<file path="src/rtl/usbfs_tx_sched.sv">
// usbfs_tx_sched: shares the packet-level USB FS transmit port between one
// handshake requester (fixed highest priority) and NUM_SRC data requesters
// (round-robin). It issues tp_sta/tp_pid, steers the byte stream to the
// current owner and pulses a done back to it once the packet has been sent.
//
// Optional build macro USBFS_TX_GAP_EN: after each packet the scheduler
// holds off for GAP_CYCLES idle cycles (state GAP) before arbitrating again.
//
// state | meaning
// ------+-----------------------------------------------------------------
// IDLE  | no packet in flight; arbitrate hs_req first, then src_req by rr_ptr
// BUSY  | packet in flight for owner; wait for pkt_done
// GAP   | (USBFS_TX_GAP_EN only) inter-packet hold-off, busy stays high
module usbfs_tx_sched #(
   parameter int NUM_SRC    = 2,
   parameter int GAP_CYCLES = 16
) (
   input  logic                   clk,
   input  logic                   rstn,
   input  logic                   hs_req,
   input  logic [3:0]             hs_pid,
   output logic                   hs_gnt,
   output logic                   hs_done,
   input  logic [NUM_SRC-1:0]     src_req,
   input  logic [4*NUM_SRC-1:0]   src_pid,
   output logic [NUM_SRC-1:0]     src_gnt,
   output logic [NUM_SRC-1:0]     src_byte_req,
   input  logic [8*NUM_SRC-1:0]   src_byte,
   input  logic [NUM_SRC-1:0]     src_fin_n,
   output logic [NUM_SRC-1:0]     src_done,
   output logic                   tp_sta,
   output logic [3:0]             tp_pid,
   input  logic                   tp_byte_req,
   output logic [7:0]             tp_byte,
   output logic                   tp_fin_n,
   input  logic                   pkt_done,
   output logic                   busy
);

   localparam int IW = (NUM_SRC > 1) ? $clog2(NUM_SRC) : 1;

   typedef enum logic [1:0] {
      IDLE = 2'd0,
      BUSY = 2'd1
`ifdef USBFS_TX_GAP_EN
      , GAP = 2'd2
`endif
   } state_t;

   state_t          state;
   logic            owner_hs;
   logic [IW-1:0]   owner;
   logic [IW-1:0]   rr_ptr;

`ifdef USBFS_TX_GAP_EN
   localparam int GW = (GAP_CYCLES > 1) ? $clog2(GAP_CYCLES + 1) : 1;
   logic [GW-1:0]   gap_cnt;
`endif

   logic [3:0]      pid_arr  [NUM_SRC];
   logic [7:0]      byte_arr [NUM_SRC];
   logic [NUM_SRC-1:0] win_onehot;
   logic [NUM_SRC-1:0] own_onehot;

   logic [IW-1:0]   win_idx;
   logic [IW-1:0]   cand;
   logic [IW-1:0]   next_ptr;
   logic            found;
   int              sum;
   logic            data_own;

   // Per-source field unpacking and one-hot decodes of winner and owner.
   for (genvar g = 0; g < NUM_SRC; g++) begin : g_src
      assign pid_arr[g]    = src_pid[4*g +: 4];
      assign byte_arr[g]   = src_byte[8*g +: 8];
      assign win_onehot[g] = found && (win_idx == IW'(g));
      assign own_onehot[g] = (owner == IW'(g));
   end

   // Round-robin search: first requesting source at or after rr_ptr, wrapping.
   always_comb begin
      found   = 1'b0;
      win_idx = '0;
      cand    = '0;
      sum     = 0;
      for (int k = 0; k < NUM_SRC; k++) begin
         sum = int'(rr_ptr) + k;
         if (sum >= NUM_SRC) sum = sum - NUM_SRC;
         cand = IW'(sum);
         if (!found && src_req[cand]) begin
            found   = 1'b1;
            win_idx = cand;
         end
      end
   end

   assign next_ptr = (win_idx == IW'(NUM_SRC - 1)) ? '0 : win_idx + IW'(1);
   assign data_own = (state == BUSY) && !owner_hs;
   assign busy     = (state != IDLE);

   // Byte stream steering: only a data owner in BUSY connects to the sender.
   always_comb begin
      tp_byte      = '0;
      tp_fin_n     = 1'b0;
      src_byte_req = '0;
      if (data_own) begin
         tp_byte      = byte_arr[owner];
         tp_fin_n     = src_fin_n[owner];
         src_byte_req = own_onehot & {NUM_SRC{tp_byte_req}};
      end
   end

   // Scheduler FSM with registered grant/start/done pulses.
   always_ff @(posedge clk or negedge rstn) begin
      if (!rstn) begin
         state    <= IDLE;
         owner_hs <= 1'b0;
         owner    <= '0;
         rr_ptr   <= '0;
         tp_pid   <= '0;
         tp_sta   <= 1'b0;
         hs_gnt   <= 1'b0;
         src_gnt  <= '0;
         hs_done  <= 1'b0;
         src_done <= '0;
`ifdef USBFS_TX_GAP_EN
         gap_cnt  <= '0;
`endif
      end else begin
         tp_sta   <= 1'b0;
         hs_gnt   <= 1'b0;
         src_gnt  <= '0;
         hs_done  <= 1'b0;
         src_done <= '0;
         case (state)
            IDLE: begin
               if (hs_req) begin
                  owner_hs <= 1'b1;
                  tp_pid   <= hs_pid;
                  tp_sta   <= 1'b1;
                  hs_gnt   <= 1'b1;
                  state    <= BUSY;
               end else if (found) begin
                  owner_hs <= 1'b0;
                  owner    <= win_idx;
                  tp_pid   <= pid_arr[win_idx];
                  tp_sta   <= 1'b1;
                  src_gnt  <= win_onehot;
                  rr_ptr   <= next_ptr;
                  state    <= BUSY;
               end
            end
            BUSY: begin
               if (pkt_done) begin
                  if (owner_hs) hs_done  <= 1'b1;
                  else          src_done <= own_onehot;
`ifdef USBFS_TX_GAP_EN
                  if (GAP_CYCLES > 0) begin
                     gap_cnt <= GW'(GAP_CYCLES - 1);
                     state   <= GAP;
                  end else begin
                     state   <= IDLE;
                  end
`else
                  state <= IDLE;
`endif
               end
            end
`ifdef USBFS_TX_GAP_EN
            GAP: begin
               if (gap_cnt == '0) state <= IDLE;
               else               gap_cnt <= gap_cnt - GW'(1);
            end
`endif
            default: state <= IDLE;
         endcase
      end
   end

endmodule

</file>
<file path="config.mk">
export PLATFORM = sky130hd
export DESIGN_NAME = usbfs_tx_sched
export DESIGN_NICKNAME = d
export VERILOG_FILES = /design/src/rtl/usbfs_tx_sched.sv
export SDC_FILE = /design/constraint.sdc
export NUM_CORES = 1
export LEC_CHECK = 0
export BUFFER_PORTS_ARGS = -buffer_cell sky130_fd_sc_hd__buf_2
export CAP_MARGIN = 10
export CORE_MARGIN = 2
export CORE_UTILIZATION = 30
export DETAILED_ROUTE_END_ITERATION = 16
export GPL_TIMING_DRIVEN = 0
export PLACE_DENSITY = 0.61
export SYNTH_ARGS = -nofsm -noshare
export SYNTH_HDL_FRONTEND = slang
export SYNTH_SLANG_ARGS = --single-unit
</file>
<file path="constraint.sdc">
create_clock -name clk -period 2.7 [get_ports clk]
set_input_delay 0.27 -clock clk [delete_from_list [all_inputs] [get_ports clk]]
set_output_delay 0.27 -clock clk [all_outputs]
set_load 0.03 [all_outputs]
</file>
==> results of run 1 <==
cell families (layout without fill, tap and decap cells):
logic type,count (synthesis),after routing
flip-flops,15,15
AO/OA/AOI/OAI,18,18
buffers and inverters,9,71
multiplexers,10,10
AND/OR/NAND/NOR,33,33
cell usage after synthesis:
cell | n | area (sq um)
nor2_1 | 16 | 60.1
dfrtp_1 | 15 | 375
mux2i_1 | 10 | 100
nand2_1 | 7 | 26.3
a21oi_1 | 6 | 30.0
o31ai_2 | 4 | 50.1
buf_2 | 3 | 15.0
a31o_1 | 2 | 17.5
a31o_2 | 2 | 17.5
buf_4 | 2 | 15.0
inv_1 | 2 | 7.51
nor3_1 | 2 | 10.0
nor3b_1 | 2 | 15.0
o21ai_0 | 2 | 10.0
a21o_1 | 1 | 7.51
a31oi_1 | 1 | 6.26
and3_1 | 1 | 6.26
and4b_1 | 1 | 10.0
buf_6 | 1 | 11.3
clkbuf_1 | 1 | 3.75
nand2b_1 | 1 | 6.26
nand2b_2 | 1 | 8.76
nor3_2 | 1 | 10.0
or2_0 | 1 | 6.26
worst max-delay path by stage:
stage	endpoint	slack (ns)
detailed placement	src_byte_req[0]	1.16
floorplan	src_byte_req[0]	0.67
CTS	src_byte_req[0]	0.83
global route	src_byte_req[0]	0.70
global placement	src_byte_req[0]	1.17
finish	src_byte_req[0]	0.85
routing by layer:
layer	vias to the layer above	wire, microns	share of wire (%)
li1	416	-	-
met1	387	886	42
met2	13	1150	54
met3	2	75	3.5
met4	0	19	0.89
met5	-	0	0
final cells by class:
class / count / area, sq um
sequential: 15 / 375
timing repair buffer: 58 / 295
clock buffer: 3 / 22.5
buffer: 7 / 45.0
inverter: 2 / 7.51
clock inverter: 1 / 5.00
multi-input combinational: 61 / 398
fill: 271 / 1500
tap: 31 / 38.8
registers in the layout (all words and copies together), names as in the netlist:
register,count
hs_done,1
hs_gnt,1
owner,1
owner_hs,1
rr_ptr,1
src_done,2
src_gnt,2
state,1
tp_pid,4
tp_sta,1
critical path, cell delays in order, from the launching register on:
cell,delay (ns)
dfrtp_1,0.38
buf_2,0.21
nand2b_1,0.07
clkbuf_1,0.20
nor3b_1,0.22
buf_2,0.22
per-stage QoR:
stage | power (mW) | worst slack (ns)
CTS | 0.740 | 0.829
detailed placement | 0.606 | 1.16
global placement | 0.599 | 1.17
global route | 0.778 | 0.697
floorplan | 0.510 | 0.675
finish | 0.728 | 0.847
repair_timing:
action	in CTS	in global routing
setup buffers	0	0
endpoints found under the setup margin	0	0
hold buffers	1	0
hold endpoints to repair	15	0
report_power, final:
part	internal (mW)	switching (mW)
logic	0.122	0.202
clock network	0.0549	0.0739
registers	0.258	0.0172
total	0.435	0.293
==> summary.md, run 1 <==
| Metric | Value |
|---|---|
| R2R depth | `4` |
| Hold crit path type | `in -> reg` |
| Met2 global-route usage | `24.6%` |
| Placed inst area | `roughly 1100 sq um` |
| Clock sinks | `15` |
| Post-synthesis mux area share | `about an eighth` |
| Clk_skew | `0.000487 ns` |
| Final Routed Wirelength | `about 2100 microns` |
| Clock Latency Late Sink | `0.28 ns` |
| Num ports | `60` |
| Hold Path Cell Cnt | `2` |
| Post-DP HPWL | `between 1500 and 2000 microns` |
| Core Region | `2690 sq um` |
| Routability Congestion | `0.816` |
| Antenna fix cells | `0` |
| Detailed-route DRC error count | `0` |
| Hold Fails Final Rpt | `0` |
| Largest net degree at the start of global routing | `16` |
| Post-layout utilization of the core | `44.2%` |
| CTS resizes | `0` |
| Crit path launch type | `flop` |
| Crit share post-route | `68.6%` |
| H-tree Lvls | `1` |
| Syn-to-layout area delta | `43.8%` |
| Rel. slew slack | `75.1%` |
| XOR/XNOR Fraction of Synth Area | `0%` |
| Post-DRT Antenna Nets | `0` |
| Setup crit start | `state[0]$_DFFE_PN0P_` |
| Simple-gate area share of the yosys netlist | `19.2%` |
| GRT Util Overall | `14.1%` |
| Die ar. | `3190 sq um` |
| Worst R2R Start | `rr_ptr$_DFFE_PN0P_` |
| CTS buffer count | `3` |
| Root buf cell | `clkbuf_4` |
| CP Data Arrival Time | `about 1.6 ns` |
| Commonest non-fill, non-tap cell in the layout | `buf_2` |
| Power per cell area | `613 nW/um^2` |
| Worst hold path startpoint | `pkt_done` |
| Final Max Slew Viols | `0` |
| Status | `complete, no violations` |
| Starting Density | `30.7%` |
| Starting DRT DRC Count | `12` |
| Setup TNS | `0 ns` |
| Synth warn | `0` |
| Peak supply drop | `between 200 and 300 uV` |
| Share of the yosys chip area belonging to registers | `between 40% and 50%` |
| Kind of critical path | `reg -> out` |
| Leak | `between 0.6 and 0.7 nW` |
| R2r setup slk | `1.47 ns` |
| Avg Cell Area, Syn | `9.72 sq um` |
| Met3 usage | `2.76%` |
| Synth Register Bits | `15` |
| Number of global-route vias before repair | `864` |
| Slew @ Worst Pin | `0.374 ns` |
| Synth Area in Compound Gates | `16.8%` |
| Hold path endpoint | `state[0]$_DFFE_PN0P_` |
| GR Util met1 | `16.2%` |
| # placed instances | `173` |
| Final Setup Violations | `0` |
| CTS tree | `done` |
| Fin crit period | `1.85 ns` |
| Hold Slack | `0.189 ns` |
| Largest family of logic cells by synthesized area | `simple AND/OR/NAND/NOR gates` |
| Drt first pass iters | `4` |
| Post-route cell area | `approximately 1200 sq um` |
| Vias per inst | `roughly 4.6` |
| Worst Path Max Fanout | `10` |
| Initial antenna violation count | `0` |
| Vias | `818` |
| First-pass GRT wire length | `3530 microns` |
| Synth Instances | `85` |
| Worst-path clk slew | `0.09 ns` |
| Unrepaired setup endpoints after global routing | `no` |
| Synth cell types | `24` |
| CP required | `2.43 ns` |
| Share of post-route cells with drive strength above 1 | `51.0%` |
| Input/output buffers | `57` |
| Layout Nets | `185` |
| Total grt overflow | `0` |
| Die width | `56.5 microns` |
| Endpoint type of the worst setup path | `primary output` |
| Final std cells w/o fill | `178` |
| Max clock buf depth | `2` |
| Busiest grt layer | `met2` |
| Synth Net Count | `122` |
| Max Cap Viol | `0` |
| Rows | `19` |
| Most frequent cells in the layout | `60 x buf_2, 16 x nor2_1, 15 x dfrtp_1` |
| Post-DR wirelength/cell | `between 10 and 15 microns` |
| Fmax | `540 MHz` |
| Mapped Area | `between 800 and 900 sq um` |
| DIE HEIGHT | `56.5 microns` |
| Adder-cell share of the synthesized area | `0%` |
| Worst R2R End | `tp_pid[0]$_DFFE_PN0P_` |
(Power assumes the default switching activity.)
==> run 2, diff against run 1 <==
==> constraint.sdc (replaced) <==
create_clock -name clk -period 1.71 [get_ports clk]
set_input_delay 0.171 -clock clk [delete_from_list [all_inputs] [get_ports clk]]
set_output_delay 0.171 -clock clk [all_outputs]
set_load 0.03 [all_outputs]
==> run 2 against run 1 <==
  * Via count down 0.61%
  * Critical path depth decreased by 1
  * Sequential share of layout area shrank 0.26 points
  * Design area rose by 0.84%
  * Core utilization is 0.37 points higher
  * Non-clock buffer count down 1
  * Flip-flop and latch count is the same
  * Cell count fell by 0.56%
  * Critical endpoint unchanged
==> summary.md, run 2 (synthesis gave the netlist of run 1 again) <==
| Metric | Value |
|---|---|
| Antenna fix cells | `0` |
| Slew @ Worst Pin | `between 0.3 and 0.4 ns` |
| Fill cells | `273` |
| Fin crit period | `roughly 1.6 ns` |
| Starting Density | `30.7%` |
| Hold Fails Final Rpt | `0` |
| CP Data Arrival Time | `1.42 ns` |
| Max FFs per register | `4` |
| Final std cells w/o fill | `177` |
| Endpoint type of the worst setup path | `primary output` |
| Gate power share | `45.0%` |
| Crit path launch type | `flop` |
| Post-DR wirelength/cell | `11.1 microns` |
| Rows | `19` |
| Int Pwr | `695 uW` |
| Worst-path clk slew | `0.09 ns` |
| Clock group share of total power | `17.7%` |
| CP required | `1.54 ns` |
| Flop pwr share | `a little under two fifths` |
| Initial antenna violation count | `0` |
| Most frequent cells in the layout | `59 x buf_2, 16 x nor2_1, 15 x dfrtp_1` |
| Detailed-route DRC error count | `0` |
| Leak | `0.672 nW` |
| CTS buffer count | `3` |
| Unrepaired setup endpoints after global routing | `yes` |
| Peak supply drop | `628 uV` |
| DIE HEIGHT | `approximately 56 microns` |
| Core Region | `2690 sq um` |
| H-tree Lvls | `1` |
| Final Routed Wirelength | `1970 microns` |
| Final Max Slew Viols | `0` |
| Hold crit path type | `in -> reg` |
| Post-layout utilization of the core | `between 40% and 50%` |
| Layout Nets | `around 180` |
| Die ar. | `between 3000 and 4000 sq um` |
| Power, Total | `1.16 mW` |
| Post-DRT Antenna Nets | `0` |
| Num ports | `60` |
| Largest net degree at the start of global routing | `16` |
| Share of post-route cells with drive strength above 1 | `between 50% and 60%` |
| Number of global-route vias before repair | `756` |
| Crit share post-route | `93.0%` |
| Starting DRT DRC Count | `11` |
| Top reg by flops | `tp_pid` |
| Drt first pass iters | `4` |
| Vias per inst | `4.59` |
| Worst Path Max Fanout | `10` |
| Total grt overflow | `0` |
| Input/output buffers | `57` |
| Final Setup Violations | `0` |
| Commonest non-fill, non-tap cell in the layout | `buf_2` |
| Power per cell area | `969 nW/um^2` |
| Syn-to-layout area delta | `45.0%` |
| # placed instances | `173` |
| Die width | `roughly 56 microns` |
| Setup TNS | `0 ns` |
| Switching share of power | `around two fifths` |
| P_sw | `~470 uW` |
| Clk_skew | `0.000849 ns` |
| First-pass GRT wire length | `3430 microns` |
| Post-DP HPWL | `1580 microns` |
| Root buf cell | `clkbuf_4` |
| Status | `complete, no violations` |
| Routability Congestion | `approximately 0.75` |
| Rel. slew slack | `77.4%` |
| GRT Util Overall | `13.4%` |
| Kind of critical path | `reg -> out` |
| Max clock buf depth | `2` |
| Clock Latency Late Sink | `around 0.28 ns` |
| Fmax | `629 MHz` |
| Vias | `813` |
| Max Cap Viol | `0` |
| CTS tree | `done` |
| Clock sinks | `15` |
| Top flop regs | `tp_pid: 4 flops, src_done: 2 flops, src_gnt: 2 flops` |
## run 2: final timing paths
check,from,end,slack [ns],depth (start not counted)
worst max-delay path,state[0]$_DFFE_PN0P_,src_byte_req[0],0.12,4
worst min-delay path,pkt_done,state[0]$_DFFE_PN0P_,0.09,2
worst max register to register,rr_ptr$_DFFE_PN0P_,tp_pid[2]$_DFFE_PN0P_,0.43,4
worst min register to register,rr_ptr$_DFFE_PN0P_,src_gnt[0]$_DFF_PN0_,0.48,1
max in group asynchronous,rstn,src_done[1]$_DFF_PN0_,1.15,2
min in group asynchronous,rstn,tp_pid[0]$_DFFE_PN0P_,0.31,2
## run 2: layout make-up
| class | instances | area [sq um] | area share [%] |
|---|---|---|---|
| Clock inverter | 1 | 5.00 | 0.418 |
| Buffer | 6 | 47.5 | 3.97 |
| Multi-Input combinational cell | 61 | 405 | 33.9 |
| Clock buffer | 3 | 22.5 | 1.88 |
| Inverter | 2 | 7.51 | 0.627 |
| Timing Repair Buffer | 58 | 295 | 24.7 |
| Sequential cell | 15 | 375 | 31.3 |
| Tap cell | 31 | 38.8 | 3.24 |
## run 2: critical path, stage by stage, from the launching register on
cell      delay [ns]
dfrtp_1         0.36
buf_2           0.20
nand2b_2        0.17
nor3b_2         0.19
buf_2           0.21
## run 2: metrics by stage
stage | setup WS, ns | area, sq um | hold slack, ns
floorplan | 0.0692 | 831 | -0.125
global placement | 0.314 | 1150 | 0.0893
detailed placement | 0.304 | 1150 | 0.0956
CTS | 0.00532 | 1190 | 0.0830
global route | 0.00164 | 1200 | 0.0891
finish | 0.120 | 1200 | 0.0887
## run 2: repair_timing
item,4_1_cts,5_1_grt
endpoints found under the hold margin,15,0
endpoints found under the setup margin,10,10
buffers inserted,0,0
hold buffers,1,0
gates resized for setup,1,2
## run 2: power groups by stage
| stage | combinational (mW) | sequential (mW) | clock [mW] |
|---|---|---|---|
| floorplan | 0.299 | 0.509 | 0 |
| global placement | 0.506 | 0.439 | 0 |
| detailed placement | 0.515 | 0.441 | 0 |
| CTS | 0.520 | 0.433 | 0.217 |
| global route | 0.567 | 0.442 | 0.246 |
| finish | 0.522 | 0.433 | 0.206 |
## run 2: routing by layer
metal | global-route usage [%] | wire length (microns) | vias up
li1 | - | - | 418
met1 | 16.8 | 802 | 365
met2 | 22.6 | 1030 | 28
met3 | 3.92 | 126 | 2
met4 | 3.40 | 13 | 0
met5 | 0 | 0 | -
==> run 3, diff against run 2 <==
--- a/config.mk
+++ b/config.mk
@@ -9,9 +9,11 @@
 export CAP_MARGIN = 10
 export CORE_MARGIN = 2
 export CORE_UTILIZATION = 30
+export CTS_BUF_LIST = sky130_fd_sc_hd__clkbuf_2
 export DETAILED_ROUTE_END_ITERATION = 16
 export GPL_TIMING_DRIVEN = 0
 export PLACE_DENSITY = 0.61
+export RECOVER_POWER = 100
 export SYNTH_ARGS = -nofsm -noshare
 export SYNTH_HDL_FRONTEND = slang
 export SYNTH_SLANG_ARGS = --single-unit
==> run 3 against run 2 <==
  * Combinational power about the same
  * Global-route usage about the same
  * Critical endpoint is now tp_byte[5]
  * First-iteration DRC count up 27%
  * Critical path depth up 1
  * Core utilization down 0.79 points
  * Clock power down 16%
  * Flip-flop and latch count unchanged
  * Power down 2.4%
  * Cell count unchanged
  * Worst hold slack worse by 0.016 ns
  * Die area unchanged
  * Count of clock-buffer cells in the layout unchanged
  * Highest routed layer unchanged
==> summary.md, run 3 (synthesis gave the netlist of run 1 again) <==
| Metric | Value |
|---|---|
| Status | `complete, no violations` |
| Most frequent cells in the layout | `39 x buf_2, 16 x nor2_1, 15 x dfrtp_1` |
| Setup TNS | `0 ns` |
| Switching share of power | `41.8%` |
| Largest delay contributor family on the critical path | `buffers and inverters` |
| Clock Latency Late Sink | `0.29 ns` |
| Layout Nets | `184` |
| Crit path launch type | `flop` |
| Worst R2R End | `tp_pid[2]$_DFFE_PN0P_` |
| Input/output buffers | `57` |
| Post-DP HPWL | `between 1500 and 2000 microns` |
| Post-layout utilization of the core | `43.8%` |
| Antenna fix cells | `0` |
| Clock group share of total power | `15.4%` |
| Critical Path Slowest Stage Cell | `dfrtp_1` |
| CTS tree | `done` |
| Rows | `19` |
| Hold crit path type | `in -> reg` |
| Post-Place Setup Slack | `0.304 ns` |
| Max Cap Viol | `0` |
| Max FFs per register | `4` |
| Initial antenna violation count | `0` |
| Starting DRT DRC Count | `14` |
| CP required | `1.54 ns` |
| Vias | `809` |
| Top flop regs | `tp_pid: 4 flops, src_done: 2 flops, src_gnt: 2 flops` |
| CTS buffer count | `3` |
| Clock sinks | `15` |
| Clk_skew | `0.00326 ns` |
| Rel. slew slack | `between 40% and 50%` |
| Slew @ Worst Pin | `0.820 ns` |
| R2R depth | `4` |
| Peak supply drop | `562 uV` |
| Final Max Slew Viols | `0` |
| P_sw | `between 400 and 500 uW` |
| Post-route cell area | `around 1200 sq um` |
| Final Setup Violations | `0` |
| Unrepaired setup endpoints after global routing | `no` |
| Setup crit start | `owner$_DFFE_PN0P_` |
| Worst Path Max Fanout | `10` |
| Worst-path clk slew | `0.15 ns` |
| Final worst setup slack | `0.125 ns` |
| Flop pwr share | `between 30% and 40%` |
| Fmax | `631 MHz` |
| Fill cells | `278` |
| H-tree Lvls | `1` |
| Final Routed Wirelength | `2020 microns` |
| Num ports | `60` |
| Endpoint type of the worst setup path | `primary output` |
| Largest stage delay, worst path | `0.39 ns` |
| Starting Density | `between 30% and 40%` |
| Hold Fails Final Rpt | `0` |
| Core Region | `2690 sq um` |
| Largest net degree at the start of global routing | `16` |
| Fin crit period | `1.58 ns` |
| Placed inst area | `approximately 1200 sq um` |
| Crit path cell chain | `clkbuf_4 -> buf_8 -> mux2i_1 -> nor2_1 -> buf_2` |
| Power per cell area | `963 nW/um^2` |
| Die width | `around 56 microns` |
| Post-DRT Antenna Nets | `0` |
| Kind of critical path | `reg -> out` |
| Drt first pass iters | `4` |
| R2r setup slk | `0.41 ns` |
| Hold Slack | `0.0729 ns` |
| Syn-to-layout area delta | `42.4%` |
| GRT Util Overall | `13.5%` |
| Commonest non-fill, non-tap cell in the layout | `buf_2` |
| DIE HEIGHT | `56.5 microns` |
| First-pass GRT wire length | `3450 microns` |
| Crit share post-route | `92.7%` |
| Leak | `between 0.6 and 0.7 nW` |
| Worst path depth | `5` |
| Max clock buf depth | `2` |
| Gate power share | `46.3%` |
| Worst R2R Start | `rr_ptr$_DFFE_PN0P_` |
| Die ar. | `3190 sq um` |
| Top reg by flops | `tp_pid` |
| Routability Congestion | `0.746` |
| Detailed-route DRC error count | `0` |
| Share of post-route cells with drive strength above 1 | `43.2%` |
| Total grt overflow | `0` |
| Critical path buffers and inverters | `3` |
| End point of the critical path | `tp_byte[5]` |
| Post-DR wirelength/cell | `11.4 microns` |
| CP Data Arrival Time | `1.41 ns` |
| Int Pwr | `about 660 uW` |
| Number of global-route vias before repair | `764` |
| Root buf cell | `clkbuf_2` |
| Vias per inst | `approximately 4.6` |
[run 3: cell count changes in the layout (fill, tap and decap cells not counted), moves of 2 or more]
cell      change
buf_2        -20
buf_6         -2
clkbuf_1     +14
clkbuf_2      +9
clkbuf_4      -2
[run 3: cell type report]
| class | instances | area [sq um] | share of cell area, % |
|---|---|---|---|
| Clock inverter | 1 | 5.00 | 0.426 |
| Multi-Input combinational cell | 61 | 409 | 34.8 |
| Buffer | 6 | 46.3 | 3.94 |
| Tap cell | 31 | 38.8 | 3.30 |
| Sequential cell | 15 | 375 | 31.9 |
| Inverter | 2 | 7.51 | 0.638 |
| Clock buffer | 3 | 15.0 | 1.28 |
| Timing Repair Buffer | 58 | 279 | 23.7 |
[run 3: power groups by stage]
stage	clock network (mW)	logic [mW]	registers [mW]
after floorplan	0	0.299	0.509
after global routing	0.211	0.567	0.444
final	0.174	0.525	0.434
after detailed placement	0	0.515	0.441
after CTS	0.183	0.521	0.433
after global placement	0	0.506	0.439
[run 3: worst min-delay path by stage]
stage             start                     to  depth (start not counted)
2_1_floorplan      rstn      hs_done$_DFF_PN0_                          0
3_3_place_gp       rstn  tp_pid[0]$_DFFE_PN0P_                          1
3_5_place_dp       rstn  tp_pid[0]$_DFFE_PN0P_                          1
4_1_cts        pkt_done   state[0]$_DFFE_PN0P_                          2
5_1_grt        pkt_done   state[0]$_DFFE_PN0P_                          2
6_report       pkt_done   state[0]$_DFFE_PN0P_                          2
[run 3: metal layers]
metal	vias up	global-route usage (%)	share of wire, %
li1	420	-	-
met1	360	16.8	41
met2	27	22.8	52
met3	2	3.92	6.0
met4	0	3.40	0.64
met5	-	0	0
[run 3: timing repair]
action	CTS	global route
cloned	0	0
hold endpoints to repair	15	0
resized for setup	2	5
buffers inserted	0	0
endpoints found under the setup margin	10	8
hold buffers	1	0
[run 3: through the flow]
step | std cells | total power [mW]
3_3_place_gp | 173 | 0.945
3_5_place_dp | 173 | 0.955
2_1_floorplan | 85 | 0.808
4_1_cts | 177 | 1.14
5_1_grt | 177 | 1.22
6_report | 177 | 1.13
